### src/rtl/dff_err_serializer_pkg.sv
// Shared types and constants for the DFF error-count serializer.
//   state_t       : serializer FSM states
//   CRC8_POLY     : CRC-8 generator polynomial (x^8+x^2+x+1)
//   DEF_SYNC_WORD : default frame sync header
//   frame_len()   : total frame length in data_clk cycles
package dff_err_pkg;

   typedef enum logic [1:0] {
      IDLE = 2'd0,
      HDR  = 2'd1,
      DATA = 2'd2,
      CRC  = 2'd3
   } state_t;

   localparam logic [7:0] CRC8_POLY     = 8'h07;
   localparam logic [7:0] DEF_SYNC_WORD = 8'hA5;

   function automatic int frame_len(input int hdr_w, input int num_ch,
                                    input int cnt_w, input bit crc_en);
      return hdr_w + num_ch * cnt_w + (crc_en ? 8 : 0);
   endfunction

endpackage

### src/rtl/dff_err_serializer_if.sv
// Host-side bundle of the DFF error-count serializer.
//   save_data    : snapshot request (rising edge significant)
//   err_cnt      : flattened error counters, channel k at [k*CNT_W +: CNT_W]
//   chan_en      : per-channel enable, disabled channels send zeros
//   msb_first    : payload bit order
//   DATA_OUT     : serial data
//   frame_active : DATA_OUT carries a frame bit
//   frame_start  : pulse on the first header bit
//   frame_done   : pulse the cycle after the last frame bit
//   overrun      : sticky, a request was lost
// master = counter/host side, slave = serializer.
interface dff_err_serializer_if #(
   parameter int NUM_CH = 20,
   parameter int CNT_W  = 16
);
   logic                     save_data;
   logic [NUM_CH*CNT_W-1:0]  err_cnt;
   logic [NUM_CH-1:0]        chan_en;
   logic                     msb_first;
   logic                     DATA_OUT;
   logic                     frame_active;
   logic                     frame_start;
   logic                     frame_done;
   logic                     overrun;

   modport master (
      output save_data, err_cnt, chan_en, msb_first,
      input  DATA_OUT, frame_active, frame_start, frame_done, overrun
   );

   modport slave (
      input  save_data, err_cnt, chan_en, msb_first,
      output DATA_OUT, frame_active, frame_start, frame_done, overrun
   );
endinterface

### src/rtl/dff_err_serializer_crc8.sv
// Bit-serial CRC-8 (poly 0x07, init 0x00, no reflection, no final XOR).
//   data_clk : clock
//   reset_n  : async active-low reset
//   i_clr    : synchronous clear to 0x00 (wins over i_en)
//   i_en     : shift i_bit into the CRC this cycle
//   i_bit    : data bit
//   o_crc    : current CRC value
module crc8_serial
   import dff_err_pkg::*;
(
   input  logic       data_clk,
   input  logic       reset_n,
   input  logic       i_clr,
   input  logic       i_en,
   input  logic       i_bit,
   output logic [7:0] o_crc
);

   logic [7:0] r_crc;
   logic       w_fb;

   assign w_fb = r_crc[7] ^ i_bit;

   always_ff @(posedge data_clk or negedge reset_n) begin
      if (!reset_n) begin
         r_crc <= 8'h00;
      end else if (i_clr) begin
         r_crc <= 8'h00;
      end else if (i_en) begin
         r_crc <= {r_crc[6:0], 1'b0} ^ (w_fb ? CRC8_POLY : 8'h00);
      end
   end

   assign o_crc = r_crc;

endmodule

### src/rtl/dff_err_serializer.sv
// DFF error-count serializer: snapshots NUM_CHIPS*CHAINS_PER_CHIP counters
// and shifts them out one bit per data_clk as sync header + payload
// (+ CRC-8 trailer when DFF_ERR_CRC_TRAILER_EN is defined).
//   data_clk : serial bit clock, all logic on its rising edge
//   reset_n  : async active-low reset
//   bus      : dff_err_serializer_if.slave (request, counters, serial out, strobes)
//
// state | meaning
// IDLE  | no frame; capture on request edge or queued request
// HDR   | sending SYNC_WORD, MSB first
// DATA  | sending channels 0..NUM_CH-1, CNT_W bits each
// CRC   | sending CRC-8 trailer, MSB first (DFF_ERR_CRC_TRAILER_EN only)
module dff_err_serializer
   import dff_err_pkg::*;
#(
   parameter int               NUM_CHIPS       = 2,
   parameter int               CHAINS_PER_CHIP = 10,
   parameter int               CNT_W           = 16,
   parameter int               HDR_W           = 8,
   parameter logic [HDR_W-1:0] SYNC_WORD       = HDR_W'(DEF_SYNC_WORD)
)(
   input  logic          data_clk,
   input  logic          reset_n,
   dff_err_serializer_if.slave bus
);

   localparam int NUM_CH = NUM_CHIPS * CHAINS_PER_CHIP;
   localparam int BW     = (CNT_W  > 1) ? $clog2(CNT_W)  : 1;
   localparam int CW     = (NUM_CH > 1) ? $clog2(NUM_CH) : 1;
   localparam int HW     = (HDR_W  > 1) ? $clog2(HDR_W)  : 1;

   localparam logic [BW-1:0] BIT_LAST = BW'(CNT_W - 1);
   localparam logic [CW-1:0] CH_LAST  = CW'(NUM_CH - 1);
   localparam logic [HW-1:0] HDR_LAST = HW'(HDR_W - 1);

   state_t           r_state;
   state_t           w_state_nxt;
   logic             r_save_q;
   logic             r_pending;
   logic             r_overrun;
   logic             r_done;
   logic             r_msb;
   logic [HW-1:0]    r_hdr;
   logic [BW-1:0]    r_bit;
   logic [CW-1:0]    r_ch;
   logic [CNT_W-1:0] r_snap [NUM_CH];

   logic             w_req;
   logic             w_capture;
   logic             w_last_bit;
   logic [CNT_W-1:0] w_word;
   logic [BW-1:0]    w_bsel;
   logic [HW-1:0]    w_hsel;
   logic             w_payload_bit;

`ifdef DFF_ERR_CRC_TRAILER_EN
   logic [7:0]       w_crc;
   logic [2:0]       r_crc_idx;
`endif

   assign w_req         = bus.save_data & ~r_save_q;
   assign w_capture     = (r_state == IDLE) & (w_req | r_pending);
   assign w_last_bit    = (r_bit == BIT_LAST) & (r_ch == CH_LAST);
   assign w_word        = r_snap[r_ch];
   assign w_bsel        = r_msb ? (BIT_LAST - r_bit) : r_bit;
   assign w_hsel        = HDR_LAST - r_hdr;
   assign w_payload_bit = w_word[w_bsel];

   // state register
   always_ff @(posedge data_clk or negedge reset_n) begin
      if (!reset_n) begin
         r_state <= IDLE;
      end else begin
         r_state <= w_state_nxt;
      end
   end

   // next state
   always_comb begin
      w_state_nxt = r_state;
      case (r_state)
         IDLE: if (w_capture) w_state_nxt = HDR;
         HDR:  if (r_hdr == HDR_LAST) w_state_nxt = DATA;
`ifdef DFF_ERR_CRC_TRAILER_EN
         DATA: if (w_last_bit) w_state_nxt = CRC;
         CRC:  if (r_crc_idx == 3'd7) w_state_nxt = IDLE;
`else
         DATA: if (w_last_bit) w_state_nxt = IDLE;
`endif
         default: w_state_nxt = IDLE;
      endcase
   end

   // outputs
   always_comb begin
      bus.DATA_OUT     = 1'b0;
      bus.frame_active = 1'b0;
      bus.frame_start  = 1'b0;
      case (r_state)
         HDR: begin
            bus.DATA_OUT     = SYNC_WORD[w_hsel];
            bus.frame_active = 1'b1;
            bus.frame_start  = (r_hdr == '0);
         end
         DATA: begin
            bus.DATA_OUT     = w_payload_bit;
            bus.frame_active = 1'b1;
         end
`ifdef DFF_ERR_CRC_TRAILER_EN
         CRC: begin
            bus.DATA_OUT     = w_crc[3'd7 - r_crc_idx];
            bus.frame_active = 1'b1;
         end
`endif
         default: ;
      endcase
   end

   assign bus.frame_done = r_done;
   assign bus.overrun    = r_overrun;

   // counters, request queue, strobes
   always_ff @(posedge data_clk or negedge reset_n) begin
      if (!reset_n) begin
         r_save_q  <= 1'b0;
         r_pending <= 1'b0;
         r_overrun <= 1'b0;
         r_done    <= 1'b0;
         r_hdr     <= '0;
         r_bit     <= '0;
         r_ch      <= '0;
      end else begin
         r_save_q <= bus.save_data;
         r_done   <= (r_state != IDLE) & (w_state_nxt == IDLE);

         // A request arriving in the very cycle a queued one is consumed
         // takes the slot that was just freed.
         if (w_capture) begin
            r_pending <= w_req & r_pending;
         end else if (w_req && (r_state != IDLE)) begin
            if (!r_pending) r_pending <= 1'b1;
            else            r_overrun <= 1'b1;
         end

         case (r_state)
            HDR: r_hdr <= (r_hdr == HDR_LAST) ? '0 : r_hdr + HW'(1);
            DATA: begin
               if (r_bit == BIT_LAST) begin
                  r_bit <= '0;
                  r_ch  <= (r_ch == CH_LAST) ? '0 : r_ch + CW'(1);
               end else begin
                  r_bit <= r_bit + BW'(1);
               end
            end
            default: ;
         endcase
      end
   end

   // snapshot, intentionally without reset
   always_ff @(posedge data_clk) begin
      if (w_capture) begin
         r_msb <= bus.msb_first;
         for (int k = 0; k < NUM_CH; k++) begin
            r_snap[k] <= bus.chan_en[k] ? bus.err_cnt[k*CNT_W +: CNT_W] : '0;
         end
      end
   end

`ifdef DFF_ERR_CRC_TRAILER_EN
   always_ff @(posedge data_clk or negedge reset_n) begin
      if (!reset_n) begin
         r_crc_idx <= 3'd0;
      end else if (r_state == CRC) begin
         r_crc_idx <= r_crc_idx + 3'd1;
      end else begin
         r_crc_idx <= 3'd0;
      end
   end

   crc8_serial u_crc (
      .data_clk (data_clk),
      .reset_n  (reset_n),
      .i_clr    (w_capture),
      .i_en     (r_state == DATA),
      .i_bit    (w_payload_bit),
      .o_crc    (w_crc)
   );
`endif

endmodule

### src/flat_wrapper.sv
// flat-port wrapper written by rule: the top's interface ports become plain ports
module dff_err_serializer_flat import dff_err_pkg::*;
#(
   parameter int               NUM_CHIPS       = 2,
   parameter int               CHAINS_PER_CHIP = 10,
   parameter int               CNT_W           = 16,
   parameter int               HDR_W           = 8,
   parameter logic [HDR_W-1:0] SYNC_WORD       = HDR_W'(DEF_SYNC_WORD)
)
  (data_clk, reset_n, bus_save_data, bus_err_cnt, bus_chan_en, bus_msb_first, bus_DATA_OUT, bus_frame_active, bus_frame_start, bus_frame_done, bus_overrun);
  dff_err_serializer_if #(.NUM_CH((NUM_CHIPS * CHAINS_PER_CHIP)), .CNT_W(CNT_W)) bus_i ();
  input  logic data_clk;
  input  logic reset_n;
  input wire logic [$bits(bus_i.save_data)-1:0] bus_save_data;
  input wire logic [$bits(bus_i.err_cnt)-1:0] bus_err_cnt;
  input wire logic [$bits(bus_i.chan_en)-1:0] bus_chan_en;
  input wire logic [$bits(bus_i.msb_first)-1:0] bus_msb_first;
  output wire logic [$bits(bus_i.DATA_OUT)-1:0] bus_DATA_OUT;
  output wire logic [$bits(bus_i.frame_active)-1:0] bus_frame_active;
  output wire logic [$bits(bus_i.frame_start)-1:0] bus_frame_start;
  output wire logic [$bits(bus_i.frame_done)-1:0] bus_frame_done;
  output wire logic [$bits(bus_i.overrun)-1:0] bus_overrun;
  assign bus_i.save_data = bus_save_data;
  assign bus_i.err_cnt = bus_err_cnt;
  assign bus_i.chan_en = bus_chan_en;
  assign bus_i.msb_first = bus_msb_first;
  assign bus_DATA_OUT = bus_i.DATA_OUT;
  assign bus_frame_active = bus_i.frame_active;
  assign bus_frame_start = bus_i.frame_start;
  assign bus_frame_done = bus_i.frame_done;
  assign bus_overrun = bus_i.overrun;
  dff_err_serializer #(.NUM_CHIPS(NUM_CHIPS), .CHAINS_PER_CHIP(CHAINS_PER_CHIP), .CNT_W(CNT_W), .HDR_W(HDR_W), .SYNC_WORD(SYNC_WORD)) u_core (.data_clk(data_clk), .reset_n(reset_n), .bus(bus_i));
endmodule
### config.mk
export PLATFORM = sky130hd
export DESIGN_NAME = dff_err_serializer_flat
export DESIGN_NICKNAME = d
export VERILOG_FILES = /design/src/rtl/dff_err_serializer_pkg.sv /design/src/rtl/dff_err_serializer_if.sv /design/src/rtl/dff_err_serializer_crc8.sv /design/src/rtl/dff_err_serializer.sv /design/src/flat_wrapper.sv
export SDC_FILE = /design/constraint.sdc
export NUM_CORES = 1
export LEC_CHECK = 0
export ABC_AREA = 1
export CAP_MARGIN = 5
export CORE_MARGIN = 3
export CORE_UTILIZATION = 40
export DETAILED_ROUTE_END_ITERATION = 8
export PLACE_DENSITY = 0.65
export SLEW_MARGIN = 15
export SYNTH_ARGS = -nofsm -noshare
export SYNTH_HDL_FRONTEND = slang
export SYNTH_HIERARCHICAL = 1
export SYNTH_SLANG_ARGS = --single-unit
### constraint.sdc
create_clock -name data_clk -period 24.7 [get_ports data_clk]
set_input_delay 4.94 -clock data_clk [delete_from_list [all_inputs] [get_ports data_clk]]
set_output_delay 4.94 -clock data_clk [all_outputs]
set_load 0.01 [all_outputs]
==> results of run 1 <==
where the power goes:
group	switching [W]	internal, W	leakage, nW
combinational	0.0000363	0.0000559	6.76
sequential	0.0000000248	0.000628	2.94
clock	0.000227	0.000341	0.601
stage by stage:
stage,std cells,util,worst slack (ns)
5_1_grt,2764,0.527,14.45
2_1_floorplan,1912,-,2.99
4_1_cts,2762,0.527,14.84
6_report,2764,0.527,14.83
3_3_place_gp,2696,0.496,15.46
3_5_place_dp,2696,0.496,15.42
layout by cell type (no fill, tap or decap):
cell type        instances
clkinvlp_4               7
buf_4                    6
ha_1                     9
o22ai_1                  1
nand2_2                  1
o21ai_0                 78
inv_2                    3
nand4_1                  3
dfrtp_4                  2
o211ai_1                15
inv_6                    1
a31o_2                   1
nor2_1                 164
a21oi_1                 22
buf_12                   1
a21oi_4                  1
xnor2_1                  3
o21ai_1                 18
inv_4                    1
nor3_1                   5
bufinv_16                5
clkinv_1                 3
clkbuf_16               39
or2_2                    1
xor2_1                   2
clkinv_2                10
edfxtp_1               321
inv_1                  393
clkdlybuf4s50_1        348
dfrtp_1                 16
xnor2_2                  1
nor3b_1                  1
a311oi_1                 1
nand2_1                613
diode_2                  2
clkbuf_1                 2
nand3_1                132
flip-flops by register name (all words and copies together) (netlist names):
signal                 cells
u_core/r_hdr               3
u_core/r_ch                5
u_core/r_snap            320
u_core/bus.overrun         1
u_core/r_bit               4
u_core/bus.frame_done      1
u_core/r_msb               1
u_core/r_pending           1
u_core/r_save_q            1
u_core/r_state             2
cell type report:
type	count	area, µm²
Multi-Input combinational cell	1072	4560
Timing Repair Buffer	355	3550
Tap cell	532	666
Fill cell	3785	19400
Antenna cell	2	5.00
Inverter	398	1500
Clock buffer	41	983
Sequential cell	339	10100
Clock inverter	25	269
logic make-up (layout without fill, tap and decap cells):
kind of cell             after synthesis  in the layout
buffers and inverters                501            819
adder cells (fa/ha/maj)                9              9
other                                  0              2
AND/OR/NAND/NOR                      920            920
AO/OA/AOI/OAI                        137            137
XOR/XNOR                               6              6
flip-flops                           339            339
worst max-delay path: cells and delay by family (launching register included):
kind	cells	cell delay, ns
buf+inv	3	1.99
flops	1	0.77
compound gates	2	0.62
simple gates	10	1.01
layer usage:
layer	vias to the layer above	wire length, µm	GRT usage	part of all wire
met5	-	27	0	0.00055
met4	4	1760	0.0816	0.036
met3	99	4120	0.0525	0.084
met2	568	22600	0.342	0.46
met1	6168	20400	0.290	0.42
li1	6493	-	-	-
how the worst max path moves through the flow:
| stage | endpoint | cells past startpoint | slack (ns) | from |
|---|---|---|---|---|
| 6_report | bus_DATA_OUT | 15 | 14.83 | u_core/r_ch[0] |
| 5_1_grt | bus_DATA_OUT | 15 | 14.45 | u_core/r_ch[0] |
| 4_1_cts | bus_DATA_OUT | 15 | 14.84 | u_core/r_ch[0] |
| 3_5_place_dp | bus_DATA_OUT | 15 | 15.42 | u_core/r_ch[0] |
| 3_3_place_gp | bus_DATA_OUT | 15 | 15.46 | u_core/r_ch[0] |
| 2_1_floorplan | u_core/r_msb | 4 | 2.99 | bus_save_data |
==> reports/results.tsv, run 1 <==
stage	metric	value	unit
clocking	H-tree levels	2	
synthesis	Syn Std Cell Area	0.0167	mm²
drt	DRC Markers	0	
power	Leak	10.3	nW
synthesis	Seq cells post-synth	339	
synthesis	register area share after synthesis	0.604	
clocking	CTS max path bufs	3	
floorplan	Rows	74	
sta	setup TNS	0	ns
clocking	Clock Latency Late Sink	0.53	ns
critical_path	Slowest cell on crit path	buf_4	
sta	Slew Limit Fails	0	
drt	Iter 0 DRT Violations	1272	
drt	WL/cell	17.7	µm
worst_hold_path	HP Class	reg -> reg	
synthesis	largest family of logic cells by synthesized area	simple AND/OR/NAND/NOR gates	
synthesis	post-synthesis compound-gate area fraction	0.0438	
synthesis	most common cell in the netlist	nand2_1	
clocking	# hold bufs at CTS	0	
sta	setup violators final	0	
placed_design	GPL Wtd Cong	0.920	
power	Pwr Total	0.00129	W
critical_path	crit path cell chain	inv_4 > buf_4 > nand2_1 > nand2_1 > nand2_1 > a21oi_1 > nor2_1 > nand2_1 > nand2_1 > nand3_1 > nand3_1 > nand3_1 > nand3_1 > a21oi_1 > clkdlybuf4s50_1	
synthesis	post-synth net total	2265	
critical_path	Crit Path Class	reg -> out	
synthesis	post-synthesis xor/xnor area fraction	0.00360	
sta	final worst path period share	0.400	
sta	Fmax	101	MHz
flow_run	Max Cap Viol	0	
finish	share of cells above drive strength 1	0.0359	
synthesis	Avg Cell Area, Syn	8.73	µm²
placed_design	Port-buffer cells	348	
synthesis	multiplexer share of the synthesized area	0	
critical_path	crit path launch type	register	
critical_path	RR Startpoint	u_core/r_state[1]	
power	pwr dens	59.6	mW/mm²
clocking	clock buffer count from CTS	37	
synthesis	Area contributors post-synth	edfxtp_1, nand2_1, inv_1	
floorplan	Initial Util	0.407	
clocking	CTS tree	built	
synthesis	Post-synth EDFFs	321	
clocking	Post-CTS Setup Bufs	0	
sta	worst slew pin tran	1.10	ns
sta	Tmin final	9.87	ns
synthesis	FFs w/ async S/R, synth	0.0531	
global_route	vias in the first global route	13300	
worst_hold_path	WHS Path Cells	1	
critical_path	most used cell, CP	nand2_1	
drt	Final ANT Viol Nets	0	
floorplan	Placeable Area	0.0410	mm²
floorplan	chip height	210	µm
critical_path	Arr. time, crit path	4.93	ns
synthesis	largest area contributor in the netlist	edfxtp_1	
placed_design	DP HPWL	35.3	mm
global_route	grt total ovfl	0	
synthesis	Yosys cell types	30	
clocking	Gates resized, CTS repair	0	
synthesis	Post-Synth Simple-Gate Area	0.218	
synthesis	Mapped Cells	1912	
clocking	clk root buf	clkbuf_16	
placed_design	post-placement cell area	0.0204	mm²
drt	vias per cell	4.82	
global_route	initial antenna violation count	4	
worst_hold_path	Hold Path End	u_core/bus.overrun	
global_route	largest net degree at the start of global routing	194	
synthesis	post-synthesis adder-cell area fraction	0.00675	
synthesis	Main synth FF type	edfxtp_1	
critical_path	biggest cell delay along the critical path	0.86	ns
finish	synthesis-to-layout area growth	29.5	%
critical_path	Max FO, Critical Path	92	
global_route	gr usage total	0.216	
critical_path	CP endpoint kind	output pin	
floorplan	top-level port count	349	
critical_path	R2R depth	6	
drt	DRT Wirelength	48.9	mm
drt	vias post-DR	13300	
drt	DRT Pass-1 Iters	6	
critical_path	RR Endpoint	u_core/r_snap[3][6]	
floorplan	DIE AREA	0.0442	mm²
finish	nets	2556	
floorplan	chip width	210	µm
synthesis	Synth top area share	0.577	
sta	Hold Vio Cnt, Final	0	
global_route	first-pass GRT wire length	73.8	mm
clocking	CTS sink cnt	339	
worst_hold_path	Hold Startpoint	u_core/bus.overrun	
synthesis	Synth Warn #	6	
sta	skew final	0.0129	ns
finish	post-route cell area	0.0216	mm²
sta	RSZ-0062 raised after global routing	false	
sta	Final Hold Slack	0.470	ns
synthesis	commonest cells in the synthesized netlist	nand2_1, inv_1, edfxtp_1	
status	outcome	finished clean	
critical_path	Worst Path Required	19.76	ns
power	Peak VDD IR	42.9	µV
clocking	clock-pin slew on the worst setup and hold paths	0.06	ns
sta	Max-slew headroom	0.269	
critical_path	Reg2Reg Setup Slack	21.80	ns
(Power assumes the default switching activity.)
==> run 2, diff against run 1 <==
--- a/config.mk
+++ b/config.mk
@@ -10,7 +10,7 @@
 export CORE_MARGIN = 3
 export CORE_UTILIZATION = 40
 export DETAILED_ROUTE_END_ITERATION = 8
-export PLACE_DENSITY = 0.65
+export PLACE_DENSITY = 0.68
 export SLEW_MARGIN = 15
 export SYNTH_ARGS = -nofsm -noshare
 export SYNTH_HDL_FRONTEND = slang
==> constraint.sdc (replaced) <==
create_clock -name data_clk -period 9 [get_ports data_clk]
set_input_delay 1.8 -clock data_clk [delete_from_list [all_inputs] [get_ports data_clk]]
set_output_delay 1.8 -clock data_clk [all_outputs]
set_load 0.01 [all_outputs]
==> run 2 against run 1 <==
Against the previous run:
- final cell count about the same
- setup slack worse by 12 ns
- wire length up 0.56%
- combinational power rose to 2.7 times the previous value
==> reports/results.tsv, run 2 (synthesis results as in run 1) <==
stage	metric	value	unit
drt	Final ANT Viol Nets	0	
sta	final worst path period share	0.736	
worst_hold_path	HP Class	reg -> reg	
sta	Tmin final	6.62	ns
critical_path	Reg2Reg Setup Slack	6.01	ns
floorplan	chip height	210	µm
clocking	CTS tree	built	
finish	largest registers	u_core/r_snap (320), u_core/r_ch (5), u_core/r_bit (4)	
critical_path	CP endpoint kind	output pin	
critical_path	most used cell, CP	nand3_1	
critical_path	Max FO, Critical Path	89	
clocking	CTS sink cnt	339	
worst_hold_path	Hold Startpoint	u_core/bus.overrun	
finish	synthesis-to-layout area growth	29.6	%
sta	worst slew pin tran	1.17	ns
sta	setup slack after layout	2.38	ns
floorplan	DIE AREA	0.0442	mm²
finish	commonest non-fill, non-tap cell in the layout	nand2_1	
power	Leak	10.3	nW
global_route	grt total ovfl	0	
sta	Max-slew headroom	0.223	
sta	Fmax	151	MHz
drt	WL/cell	17.8	µm
worst_hold_path	Hold Path End	u_core/bus.overrun	
drt	DRT Pass-1 Iters	6	
clocking	H-tree levels	2	
finish	Reg with most FFs	u_core/r_snap	
drt	Iter 0 DRT Violations	1443	
critical_path	RR Startpoint	u_core/r_state[0]	
flow_run	Max Cap Viol	0	
floorplan	top-level port count	349	
clocking	CTS max path bufs	3	
floorplan	Initial Util	0.407	
drt	vias post-DR	13300	
placed_design	DP Cell Count	2695	
sta	RSZ-0062 raised after global routing	false	
sta	Slew Limit Fails	0	
global_route	largest net degree at the start of global routing	180	
clocking	clk root buf	clkbuf_16	
finish	share of cells above drive strength 1	0.0332	
sta	setup TNS	0	ns
critical_path	Crit Path Class	reg -> out	
clocking	# hold bufs at CTS	0	
critical_path	crit path cell chain	inv_4 > buf_4 > o21ai_0 > nand3_1 > nand3_1 > nand2_1 > nand2_1 > nand3_1 > nand3_1 > nand3_1 > nand3_1 > a21oi_1 > clkdlybuf4s50_1	
drt	DRT Wirelength	49.2	mm
placed_design	dpl ws	2.99	ns
critical_path	Worst Path Required	7.20	ns
finish	Final Non-Filler Cells	2765	
worst_hold_path	WHS Path Cells	1	
critical_path	Buf/Inv on CP	3	
critical_path	biggest cell delay along the critical path	0.79	ns
power	Peak VDD IR	113	µV
global_route	vias in the first global route	13400	
clocking	Gates resized, CTS repair	0	
clocking	Post-CTS Setup Bufs	0	
critical_path	Top delay family on crit path	buffers and inverters	
global_route	initial antenna violation count	1	
sta	Final Hold Slack	0.475	ns
sta	skew final	0.0182	ns
placed_design	Port-buffer cells	348	
status	outcome	finished clean	
floorplan	chip width	210	µm
placed_design	DP HPWL	35.5	mm
clocking	Clock Latency Late Sink	0.55	ns
finish	nets	2556	
critical_path	crit path launch type	register	
finish	max reg flops	320	
finish	most frequent cells in the layout	nand2_1, inv_1, clkdlybuf4s50_1, edfxtp_1, nor2_1	
drt	vias per cell	4.81	
critical_path	Slowest cell on crit path	buf_4	
critical_path	R2R depth	6	
global_route	gr usage total	0.219	
floorplan	Placeable Area	0.0410	mm²
sta	Hold Vio Cnt, Final	0	
clocking	clock buffer count from CTS	38	
critical_path	RR Endpoint	u_core/r_snap[3][7]	
global_route	first-pass GRT wire length	74.9	mm
sta	setup violators final	0	
drt	DRC Markers	0	
placed_design	GPL Wtd Cong	0.841	
floorplan	Rows	74	
power	pwr dens	165	mW/mm²
clocking	clock-pin slew on the worst setup and hold paths	0.06	ns
critical_path	Arr. time, crit path	4.82	ns
-- run 2: per-layer routing --
metal  share of wire  global-route usage
met5               0                   0
met4           0.026              0.0628
met1            0.41               0.286
met2            0.50               0.375
met3           0.070              0.0408
-- run 2: layout make-up --
cell class	count	area [µm²]
fill	3731	19400
sequential	339	10100
multi-input combinational	1072	4560
timing repair buffer	354	3540
inverter	398	1500
clock buffer	42	966
tap	532	666
clock inverter	27	313
antenna	1	2.50
-- run 2: metrics by stage --
step | instance area (µm²) | total power (W) | utilization
detailed placement | 20400 | 0.00201 | 0.496
global route | 21600 | 0.00370 | 0.528
global placement | 20400 | 0.00201 | 0.496
floorplan | 16700 | 0.00183 | -
CTS | 21600 | 0.00361 | 0.527
finish | 21600 | 0.00357 | 0.528
-- run 2: how the worst max path moves through the flow --
stage | slack, ns | cells past startpoint | startpoint | to
finish | 2.38 | 13 | u_core/r_ch[0] | bus_DATA_OUT
global route | 2.08 | 15 | u_core/r_ch[0] | bus_DATA_OUT
CTS | 2.36 | 13 | u_core/r_ch[0] | bus_DATA_OUT
detailed placement | 2.99 | 13 | u_core/r_ch[0] | bus_DATA_OUT
global placement | 2.97 | 13 | u_core/r_ch[0] | bus_DATA_OUT
floorplan | 1.10 | 4 | bus_save_data | u_core/r_msb
-- run 2: power breakdown --
part / internal [W] / switching (W) / leakage (nW)
sequential: 0.00172 / 0.0000000867 / 2.94
combinational: 0.000153 / 0.0000985 / 6.75
clock: 0.000954 / 0.000640 / 0.615
total: 0.00283 / 0.000738 / 10.3
